[src/rtl/fetch_unit.sv]
// Instruction fetch: one memory read per new PC value, result handed to decode.
// Latency: new PC in IDLE at N -> mem_req at N+1; ack at N+1 -> instr_valid at N+2.
// Back-pressure: instr held in HOLD until instr_ready; PC changes are ignored until IDLE.
module fetch_unit #(
   parameter int ADDR_W  = 32,
   parameter int DATA_W  = 32,
   parameter int TIMEOUT = 15
) (
   input  logic              clk,
   input  logic              rst,
   input  logic [31:0]       pc,
   input  logic              flush,
   output logic              mem_req,
   output logic [ADDR_W-1:0] mem_addr,
   input  logic              mem_ack,
   input  logic [DATA_W-1:0] mem_rdata,
   output logic [DATA_W-1:0] instr,
   output logic [ADDR_W-1:0] instr_pc,
   output logic              instr_valid,
   input  logic              instr_ready,
   output logic              fetch_err
);

   typedef enum logic [2:0] {
      S_IDLE,
      S_REQ,
      S_DROP,
      S_HOLD,
      S_ERR
   } state_t;

   localparam logic [7:0] TMO_LAST = 8'(TIMEOUT - 1);

   state_t            state, state_nxt;
   logic              have_pc, have_pc_nxt;
   logic [7:0]        tcnt, tcnt_nxt;
   logic [ADDR_W-1:0] last_pc;
   logic              load_addr;
   logic              capture;
   logic              need_fetch;

   // last_pc doubles as the request address; it only changes when a fetch starts
   assign need_fetch  = !have_pc || (pc[ADDR_W-1:0] != last_pc);
   assign mem_addr    = last_pc;
   assign mem_req     = (state == S_REQ) || (state == S_DROP);
   assign instr_valid = (state == S_HOLD);
   assign fetch_err   = (state == S_ERR);

   // Next-state logic: fetch sequencing, flush handling and request timeout
   always_comb begin
      state_nxt   = state;
      have_pc_nxt = have_pc;
      tcnt_nxt    = tcnt;
      load_addr   = 1'b0;
      capture     = 1'b0;
      case (state)
         S_IDLE: begin
            // a flush only forgets the PC so the jump target is always refetched
            if (flush) begin
               have_pc_nxt = 1'b0;
            end else if (need_fetch) begin
               load_addr   = 1'b1;
               have_pc_nxt = 1'b1;
               tcnt_nxt    = 8'd0;
               state_nxt   = S_REQ;
            end
         end
         S_REQ: begin
            if (mem_ack) begin
               if (flush) begin
                  have_pc_nxt = 1'b0;
                  state_nxt   = S_IDLE;
               end else begin
                  capture   = 1'b1;
                  state_nxt = S_HOLD;
               end
            end else if (tcnt == TMO_LAST) begin
               state_nxt = S_ERR;
            end else begin
               tcnt_nxt = tcnt + 8'd1;
               // the request cannot be withdrawn, so wait out its ack in DROP
               if (flush) begin
                  have_pc_nxt = 1'b0;
                  state_nxt   = S_DROP;
               end
            end
         end
         S_DROP: begin
            // tcnt keeps running from REQ so the total wait stays bounded
            if (mem_ack) begin
               state_nxt = S_IDLE;
            end else if (tcnt == TMO_LAST) begin
               state_nxt = S_ERR;
            end else begin
               tcnt_nxt = tcnt + 8'd1;
            end
         end
         S_HOLD: begin
            if (flush) begin
               have_pc_nxt = 1'b0;
               state_nxt   = S_IDLE;
            end else if (instr_ready) begin
               state_nxt = S_IDLE;
            end
         end
         S_ERR: begin
            state_nxt = S_ERR;
         end
         default: begin
            state_nxt = S_IDLE;
         end
      endcase
   end

   // Control state register
   always_ff @(posedge clk) begin
      if (rst) begin
         state   <= S_IDLE;
         have_pc <= 1'b0;
         tcnt    <= 8'd0;
      end else begin
         state   <= state_nxt;
         have_pc <= have_pc_nxt;
         tcnt    <= tcnt_nxt;
      end
   end

   // Datapath: latch the fetch address and capture the returned instruction
   always_ff @(posedge clk) begin
      if (rst) begin
         last_pc  <= '0;
         instr    <= '0;
         instr_pc <= '0;
      end else begin
         if (load_addr) begin
            last_pc <= pc[ADDR_W-1:0];
         end
         if (capture) begin
            instr    <= mem_rdata;
            instr_pc <= last_pc;
         end
      end
   end

endmodule

[config.mk]
export PLATFORM = sky130hd
export DESIGN_NAME = fetch_unit
export DESIGN_NICKNAME = d
export VERILOG_FILES = /design/src/rtl/fetch_unit.sv
export SDC_FILE = /design/constraint.sdc
export NUM_CORES = 1
export LEC_CHECK = 0
export ABC_AREA = 1
export ABC_CLOCK_PERIOD_IN_PS = 1700
export CAP_MARGIN = 20
export CORE_MARGIN = 3
export CORE_UTILIZATION = 45
export CTS_CLUSTER_SIZE = 28
export DETAILED_ROUTE_END_ITERATION = 7
export GPL_ROUTABILITY_DRIVEN = 0
export PLACE_DENSITY = 0.84
export SLEW_MARGIN = 20
export SYNTH_ARGS = -nofsm -noshare
export SYNTH_HDL_FRONTEND = slang
export SYNTH_SLANG_ARGS = --single-unit
[constraint.sdc]
create_clock -name clk -period 1.7 [get_ports clk]
set_input_delay 0.51 -clock clk [delete_from_list [all_inputs] [get_ports clk]]
set_output_delay 0.51 -clock clk [all_outputs]
set_load 0.005 [all_outputs]
==> results of run 1 <==
cell families (layout without fill, tap and decap cells):
family          Yosys count  in the layout  synth area share
compound gates          179            179             0.192
xor+xnor                 12             12            0.0221
fa+ha+maj                 2              2           0.00527
buf+inv                 111            380            0.0954
flops                   108            108             0.455
other cells               0              1                 0
simple gates            263            264             0.230
placed cells by master (no fill, tap or decap), types with 17 or more instances in the layout:
master,Yosys,layout
o21ai_1,10,23
a21oi_1,76,48
dfxtp_2,0,57
dlygate4sd2_1,0,113
nor2_1,102,88
dfxtp_1,108,49
nand2_2,1,21
a21oi_2,0,27
inv_1,70,60
inv_2,9,17
buf_4,3,78
clkdlybuf4s50_1,0,35
o21ai_0,89,67
nand2_1,111,85
through the flow:
| stage | TNS, ns | util |
|---|---|---|
| after global placement | -41.21 | 0.711 |
| after floorplan | 0 | - |
| after CTS | -2.47 | 0.774 |
| after detailed placement | -44.29 | 0.711 |
| final | -14.79 | 0.846 |
| after global routing | -21.20 | 0.846 |
how the worst min path moves through the flow:
stage | slack (ns) | cells past startpoint | start | endpoint
6_report | 0.44 | 3 | pc[28] | mem_addr[28]$_SDFFE_PP0P_
5_1_grt | 0.46 | 3 | pc[28] | mem_addr[28]$_SDFFE_PP0P_
4_1_cts | 0.46 | 3 | pc[28] | mem_addr[28]$_SDFFE_PP0P_
3_5_place_dp | 0.49 | 2 | tcnt[7]$_SDFFE_PP0P_ | tcnt[7]$_SDFFE_PP0P_
3_3_place_gp | 0.48 | 2 | mem_addr[4]$_SDFFE_PP0P_ | instr_pc[4]$_SDFFE_PP0P_
2_1_floorplan | 0.46 | 2 | tcnt[7]$_SDFFE_PP0P_ | tcnt[7]$_SDFFE_PP0P_
metal layers:
metal  vias to the layer above  part of all wire  track usage
met2                       505              0.48        0.509
met1                      2915              0.35        0.354
met3                       150              0.11       0.0651
li1                       2721                 -            -
met5                         -                 0            0
met4                         0             0.064        0.140
registers in the layout (all words and copies together), names as in the netlist:
register / count
instr: 32
mem_addr: 32
have_pc: 1
state: 3
instr_pc: 32
tcnt: 8
what timing repair did:
item,CTS,global route
pin swaps,24,48
gates resized for setup,263,134
endpoints found under the setup margin,143,111
buffers inserted,15,18
gates cloned,6,12
hold endpoints to repair,0,0
power by group through the flow:
stage	logic, W	clock network (W)	registers, W
3_3_place_gp	0.00240	0	0.00311
2_1_floorplan	0.00108	0	0.00312
5_1_grt	0.00383	0.00185	0.00320
6_report	0.00366	0.00174	0.00317
3_5_place_dp	0.00248	0	0.00313
4_1_cts	0.00285	0.00171	0.00310
critical path, cell delays in order:
cell and delay, ns:
dlygate4sd2_1 0.23, inv_1 0.06, nand2_1 0.09, nand2_1 0.06, inv_1 0.05, nand2_1 0.05
nor2_1 0.13, nand2_1 0.08, nor2_1 0.14, nand3_2 0.15, nand3_4 0.12, buf_12 0.15
buf_12 0.15, o21ai_2 0.07, a21oi_1 0.23
area by class of cell:
class                   instances  share of cell area
well taps                     133              0.0197
repair buffers                285               0.342
diodes                          1            0.000296
flip-flops and latches        108               0.265
inverters                      79              0.0362
multi-input cells             457               0.312
clock inverters                 4             0.00872
clock buffers                  12              0.0160
==> results.cfg, run 1 <==
[clocking]
max-clock-path-buffers = 2
clock-sinks = 108
clock-root-buffer = clkbuf_8
clk_latency_ns = 0.38
cts_htree_levels = 3
cts_tree = yes
postCtsHoldBufs = 0
path_clk_slew_ns = 0.10
cts_buffers = 9

[logic_synthesis]
avgSynthCellArea_um2 = 7.03
yosysSeqAreaShare = 0.455
ys_top_cells_by_count = nand2_1 (111), dfxtp_1 (108), nor2_1 (102), o21ai_0 (89), a21oi_1 (76)
synth_area_um2 = 4750
yosysTopAreaCell = dfxtp_1
yosysTopAreaCellShare = 0.455
ys_warn_count = 0
yosys_most_used_dff = dfxtp_1
synth_seq_cells = 108
synth_edf_count = 0
syn_nets = 746
synthMostInstantiatedCell = nand2_1
async_flop_share = 0
syn_inst = 675
synth.distinct_cells = 30
synthTopCellsByArea = dfxtp_1 (46%), o21ai_0 (9.4%), nand2_1 (8.8%)

[setup_path]
end_kind = register
worstReg2RegStart = mem_addr[3]$_SDFFE_PP0P_
cp.required_ns = 1.97
cp-endpoint = mem_addr[29]$_SDFFE_PP0P_
startpoint = pc[11]
crit_fanout = 7
ff2ff_setup_slack_ns = -0.31
cp_data_arrival_time_ns = 2.28
cp-start-kind = primary input
r2r_end = mem_addr[29]$_SDFFE_PP0P_
ff2ff_path_depth = 12
worstSetupPathType = primary input to register

[power]
pwr-share-clk = 0.203
internal_power_w = 0.00550
p_total_w = 0.00857
seqPwrFrac = 0.370
comb_power_share = 0.427
p_leak_nw = 4.09
swShare = 0.358
p_per_area_nw_per_um2 = 1010
p_sw_w = 0.00307
vdd_drop_max_mv = 0.624

[floorplanning]
dieWidth_um = 109
rows = 36
die_area_um2 = 11800
core_um2 = 10000
start_util = 0.475
boundaryPins = 168
die_h_um = 109

[route]
vias_per_cell = 5.83
drt_iter0_markers = 693
vias = 6291
ant_nets = 0
totalWireLength_um = 22300
wl_per_cell_um = 20.6
drt_pass1_iterations = 5
drc = 0

[grt]
grt_usage = 0.297
grt_pass1_vias = 5730
grt_first_pass_wirelength_um = 28100
overflow = 0
antenna_found_initial = 0
grt_max_degree = 42

[status]
violations = setup timing
status = finished with violations

[layout]
multi_input_area_um2 = 2640
ff_latch_area_um2 = 2240
syn_to_final_growth_pct = 78.3
drive_gt1_frac = 0.343
layoutNonFillerInstCount = 1079
fillers = 545
finalNetCount = 1011
stdcell_area_um2 = 8460

[sta]
grt_setup_unrepaired = true
final_hold_viol_count = 0
fmax_ghz = 0.497
worst_hold_slack_ns = 0.443
clock_skew_ns = 0.0140
worst_slew_pin_slew_ns = 0.368
final.period_utilization = 1.18
maxSlewHeadroom = 0.755
timing.final.ws_setup_ns = -0.312
period_needed_ns = 2.01
drv_slew = 0
setup_violations = 110

[placement]
dpl.hpwl_um = 11300
pre_cts_slack_ns = -0.695
dp_cells = 1016
placed_area_um2 = 7110
numPortBuffers = 167

[min_path]
hp-class = primary input to register

[job]
max_cap_viol_count = 0
(Power assumes the default switching activity.)
==> run 2, diff against run 1 <==
ABC_CLOCK_PERIOD_IN_PS = 2500   (was 1700)
CORE_UTILIZATION = 49   (was 45)
PLACE_DENSITY = 0.9   (was 0.84)
clock period = 2.5 ns   (was 1.7 ns; I/O delays follow)
==> run 2 against run 1 <==
The run now ends clean. Core utilization decreased by 10 points. Via count decreased by 17%. Largest power group is now registers. Wire length decreased by 34%. Combinational power decreased by 57%. Clock power decreased by 40%. Sequential cell count unchanged. Worst setup slack improved by 0.34 ns. Sequential power decreased by 33%. Critical path type is now register to output pin. Global-route usage decreased by 3.1 points. Critical path depth decreased by 10. Cell count decreased by 8.2%. Non-clock buffer count decreased by 81.
==> results.cfg, run 2 (same netlist as run 1, synthesis figures left out) <==
[sta]
period_needed_ns = 2.48
clock_skew_ns = 0.00997
drv_slew = 0
fmax_ghz = 0.404
grt_setup_unrepaired = true
final_hold_viol_count = 0
fin_tns_setup_ns = 0
setup_violations = 0
worst_slew_pin_slew_ns = 0.580
final.period_utilization = 0.990
maxSlewHeadroom = 0.613

[clocking]
cts_tree = yes
clk_latency_ns = 0.36
path_clk_slew_ns = 0.10
max-clock-path-buffers = 2
postCtsHoldBufs = 0
clock-root-buffer = clkbuf_8
clock-sinks = 108
cts_setup_buffers = 0
cts_htree_levels = 3
cts_buffers = 9

[route]
wl_met2_um = 7180
totalWireLength_um = 14700
vias_per_cell = 5.27
wl_met3_um = 1060
vias = 5216
maxUsedRoutingLayer = met4
wl_per_cell_um = 14.9
drt_pass1_iterations = 5
drc = 0
ant_nets = 0
drt-met1-wl_um = 5960
drt_iter0_markers = 343

[layout]
most-common-layout-cells = clkdlybuf4s50_1 (167), nand2_1 (111), dfxtp_1 (106), nor2_1 (102), o21ai_0 (89)
multi_input_area_um2 = 2140
ff_latch_area_um2 = 2160
layoutNonFillerInstCount = 990
finalNetCount = 929
fillers = 689
diodes = 0
drive_gt1_frac = 0.0836
syn_to_final_growth_pct = 46.6
stdcell_area_um2 = 6960
final_common_cell = clkdlybuf4s50_1

[setup_path]
worstSetupPathType = register to output pin
r2r_end = tcnt[7]$_SDFFE_PP0P_
cp_data_arrival_time_ns = 1.73
ff2ff_setup_slack_ns = 0.62
worstReg2RegStart = mem_addr[17]$_SDFFE_PP0P_
crit_fanout = 8
ff2ff_path_depth = 14
cp-start-kind = register
cp.required_ns = 1.75
end_kind = output pin

[grt]
grt_usage = 0.266
overflow = 0
grt_pass1_vias = 5046
grt_first_pass_wirelength_um = 24000
antenna_found_initial = 0
grt_max_degree = 67

[floorplanning]
core_um2 = 9330
rows = 35
die_area_um2 = 10900
start_util = 0.509
dieWidth_um = 104
die_h_um = 104
boundaryPins = 168

[power]
seqPwrFrac = 0.446
p_total_w = 0.00472
internal_power_w = 0.00317
vdd_drop_max_mv = 0.455
p_leak_nw = 2.94
p_sw_w = 0.00155
pwr-share-clk = 0.222
swShare = 0.329
p_per_area_nw_per_um2 = 678
comb_power_share = 0.331

[min_path]
hp-start = mem_addr[25]$_SDFFE_PP0P_
holdPathStages = 2
whs_endpoint = instr_pc[25]$_SDFFE_PP0P_
hp-class = register to register

[status]
status = finished clean

[placement]
numPortBuffers = 167
dp_cells = 976
dpl.hpwl_um = 10900
placed_area_um2 = 6760

[job]
max_cap_viol_count = 0
-- run 2: worst max path at each step --
stage / start / to / depth (start not counted)
after global placement: pc[17] / tcnt[2]$_SDFFE_PP0P_ / 13
after detailed placement: pc[11] / tcnt[7]$_SDFFE_PP0P_ / 15
after CTS: state[1]$_SDFFE_PP0P_ / mem_req / 5
final: state[1]$_SDFFE_PP0P_ / mem_req / 5
after global routing: pc[11] / tcnt[6]$_SDFFE_PP0P_ / 15
after floorplan: pc[30] / tcnt[0]$_SDFFE_PP0P_ / 11
-- run 2: routing by layer --
layer	track usage	vias up
met3	0.0590	44
met5	0	-
met1	0.329	2403
met4	0.111	0
li1	-	2536
met2	0.447	233
-- run 2: area by class of cell --
class,instances,area share
inverters,79,0.0426
multi-input cells,456,0.307
repair buffers,204,0.289
clock buffers,9,0.0178
well taps,129,0.0232
clock inverters,5,0.00899
flip-flops and latches,108,0.311
-- run 2: through the flow --
| step | util | hold slack, ns | setup slack [ns] |
|---|---|---|---|
| 3_5_place_dp | 0.725 | 0.484 | -0.137 |
| 3_3_place_gp | 0.725 | 0.478 | -0.0416 |
| 6_report | 0.746 | 0.505 | 0.0245 |
| 2_1_floorplan | - | 0.459 | 0.635 |
| 5_1_grt | 0.746 | 0.530 | -0.0427 |
| 4_1_cts | 0.746 | 0.503 | 0.0404 |
-- run 2: power by group through the flow --
stage,Clock [W],Combinational (W),Sequential (W)
3_5_place_dp,0,0.00153,0.00214
4_1_cts,0.00107,0.00156,0.00210
2_1_floorplan,0,0.000733,0.00212
3_3_place_gp,0,0.00146,0.00212
5_1_grt,0.00112,0.00172,0.00213
6_report,0.00105,0.00156,0.00211
-- run 2: timing repair --
item / 4_1_cts / 5_1_grt
gates resized for setup: 3 / 0
hold endpoints to repair: 0 / 0
setup endpoints to repair: 1 / 3
-- run 2: worst max-delay path: stages, from the launching register on --
cell and delay (ns):
dfxtp_2 0.39, nor2_1 0.06, inv_2 0.10, nand3_4 0.13, inv_2 0.14, clkdlybuf4s50_1 0.54
==> run 3, diff against run 2 <==
ABC_CLOCK_PERIOD_IN_PS = 3200   (was 2500)
SETUP_SLACK_MARGIN = 0.15   (was unset)
clock period = 3.2 ns   (was 2.5 ns; I/O delays follow)
==> run 3 against run 2 <==
Cell count decreased by 2.9%. Clock skew is 0.0071 ns higher. Power shrank 24%. Combinational power shrank 28%. Critical path depth unchanged. First-iteration DRC count grew 7.6%. Worst hold slack worse by 0.0031 ns. Count of clock-buffer cells in the layout up 2. Wire length decreased by 2.6%. Sequential cell count stayed put. Highest routed layer unchanged.
==> results.cfg, run 3 (same netlist as run 1, synthesis figures left out) <==
[clocking]
clock-root-buffer = clkbuf_8
cts_tree = yes
clock-sinks = 108
cts_htree_levels = 3
cts_setup_buffers = 0
postCtsHoldBufs = 0
cts.repair.resized = 0
cts_buffers = 9
max-clock-path-buffers = 2
clk_latency_ns = 0.36
path_clk_slew_ns = 0.11

[floorplanning]
die_h_um = 104
die_area_um2 = 10900
boundaryPins = 168
start_util = 0.509
dieWidth_um = 104
core_um2 = 9330
rows = 35

[layout]
most-common-layout-cells = clkdlybuf4s50_1 (167), nand2_1 (111), dfxtp_1 (108), nor2_1 (102), o21ai_0 (89)
drive_gt1_frac = 0.0469
final_common_cell = clkdlybuf4s50_1
finalNetCount = 899
diodes = 0
syn_to_final_growth_pct = 41.1

[setup_path]
cp_num_cells = 5
cp_data_arrival_time_ns = 1.79
crit_buf_inv = 3
ff2ff_path_depth = 8
ff2ff_setup_slack_ns = 1.30
max_stage_delay_ns = 0.52
end_kind = output pin
crit_fanout = 8
cp-start-kind = register
cp_top_family = buffers and inverters
worstSetupPathType = register to output pin
cp.required_ns = 2.24
crit_chain = nor2_1, inv_2, nand3_2, inv_2, clkdlybuf4s50_1
cp_common_cell = inv_2
slowest_stage = clkdlybuf4s50_1

[min_path]
hp-class = register to register
holdPathStages = 2

[grt]
overflow = 0
grt_pass1_vias = 4966
grt_first_pass_wirelength_um = 23700
grt_max_degree = 67
antenna_found_initial = 0
grt_usage = 0.261

[sta]
clock_skew_ns = 0.0171
maxSlewHeadroom = 0.572
drv_slew = 0
fmax_ghz = 0.363
period_needed_ns = 2.75
final.period_utilization = 0.861
setup_violations = 0
final_hold_viol_count = 0
grt_setup_unrepaired = false
worst_slew_pin_slew_ns = 0.641
fin_tns_setup_ns = 0

[power]
p_leak_nw = 2.79
p_total_w = 0.00358
vdd_drop_max_mv = 0.291
p_per_area_nw_per_um2 = 535

[route]
drc = 0
drt_iter0_markers = 369
totalWireLength_um = 14400
ant_nets = 0
vias_per_cell = 5.20
wl_per_cell_um = 14.9
vias = 5001
drt_pass1_iterations = 7

[placement]
dpl.hpwl_um = 10600
numPortBuffers = 167

[status]
status = finished clean

[job]
max_cap_viol_count = 0
## run 3: per-layer routing
metal | share of wire | routed length, µm | track usage
met4 | 0.022 | 315 | 0.0836
met3 | 0.085 | 1220 | 0.0732
met2 | 0.48 | 6900 | 0.440
met1 | 0.41 | 5910 | 0.320
met5 | 0 | 0 | 0
## run 3: per-stage QoR
stage / util / instances / setup slack (ns) / hold slack (ns) / cell area, µm²
2_1_floorplan: - / 675 / 1.12 / 0.459 / 4750
3_3_place_gp: 0.698 / 946 / 0.458 / 0.479 / 6510
3_5_place_dp: 0.698 / 946 / 0.347 / 0.486 / 6510
4_1_cts: 0.718 / 961 / 0.455 / 0.506 / 6700
5_1_grt: 0.718 / 961 / 0.372 / 0.528 / 6700
6_report: 0.718 / 961 / 0.445 / 0.502 / 6700
## run 3: where the power goes
part / total, W / internal (W) / switching, W / leakage (nW)
Sequential: 0.00164 / 0.00151 / 0.000130 / 0.883
Clock: 0.000820 / 0.000360 / 0.000460 / 0.0894
Combinational: 0.00112 / 0.000536 / 0.000588 / 1.82
## run 3: layout make-up
type,count,area (µm²)
Fill cell,723,2630
Sequential cell,108,2160
Multi-Input combinational cell,456,2130
Timing Repair Buffer,174,1760
Inverter,79,297
Tap cell,129,161
Clock buffer,11,131
Clock inverter,4,51.3
## run 3: worst min-delay path: cells and delay by family (launching register included)
family,cells,cell delay (ns)
compound gates,1,0.05
buf+inv,1,0.07
flops,1,0.35
## run 3: path summary, 6_finish.rpt
check                      startpoint                       end
max             state[0]$_SDFFE_PP0P_                   mem_req
min          mem_addr[2]$_SDFFE_PP0P_  instr_pc[2]$_SDFFE_PP0P_
max reg2reg      tcnt[0]$_SDFFE_PP0P_      tcnt[6]$_SDFFE_PP0P_
min reg2reg  mem_addr[2]$_SDFFE_PP0P_  instr_pc[2]$_SDFFE_PP0P_
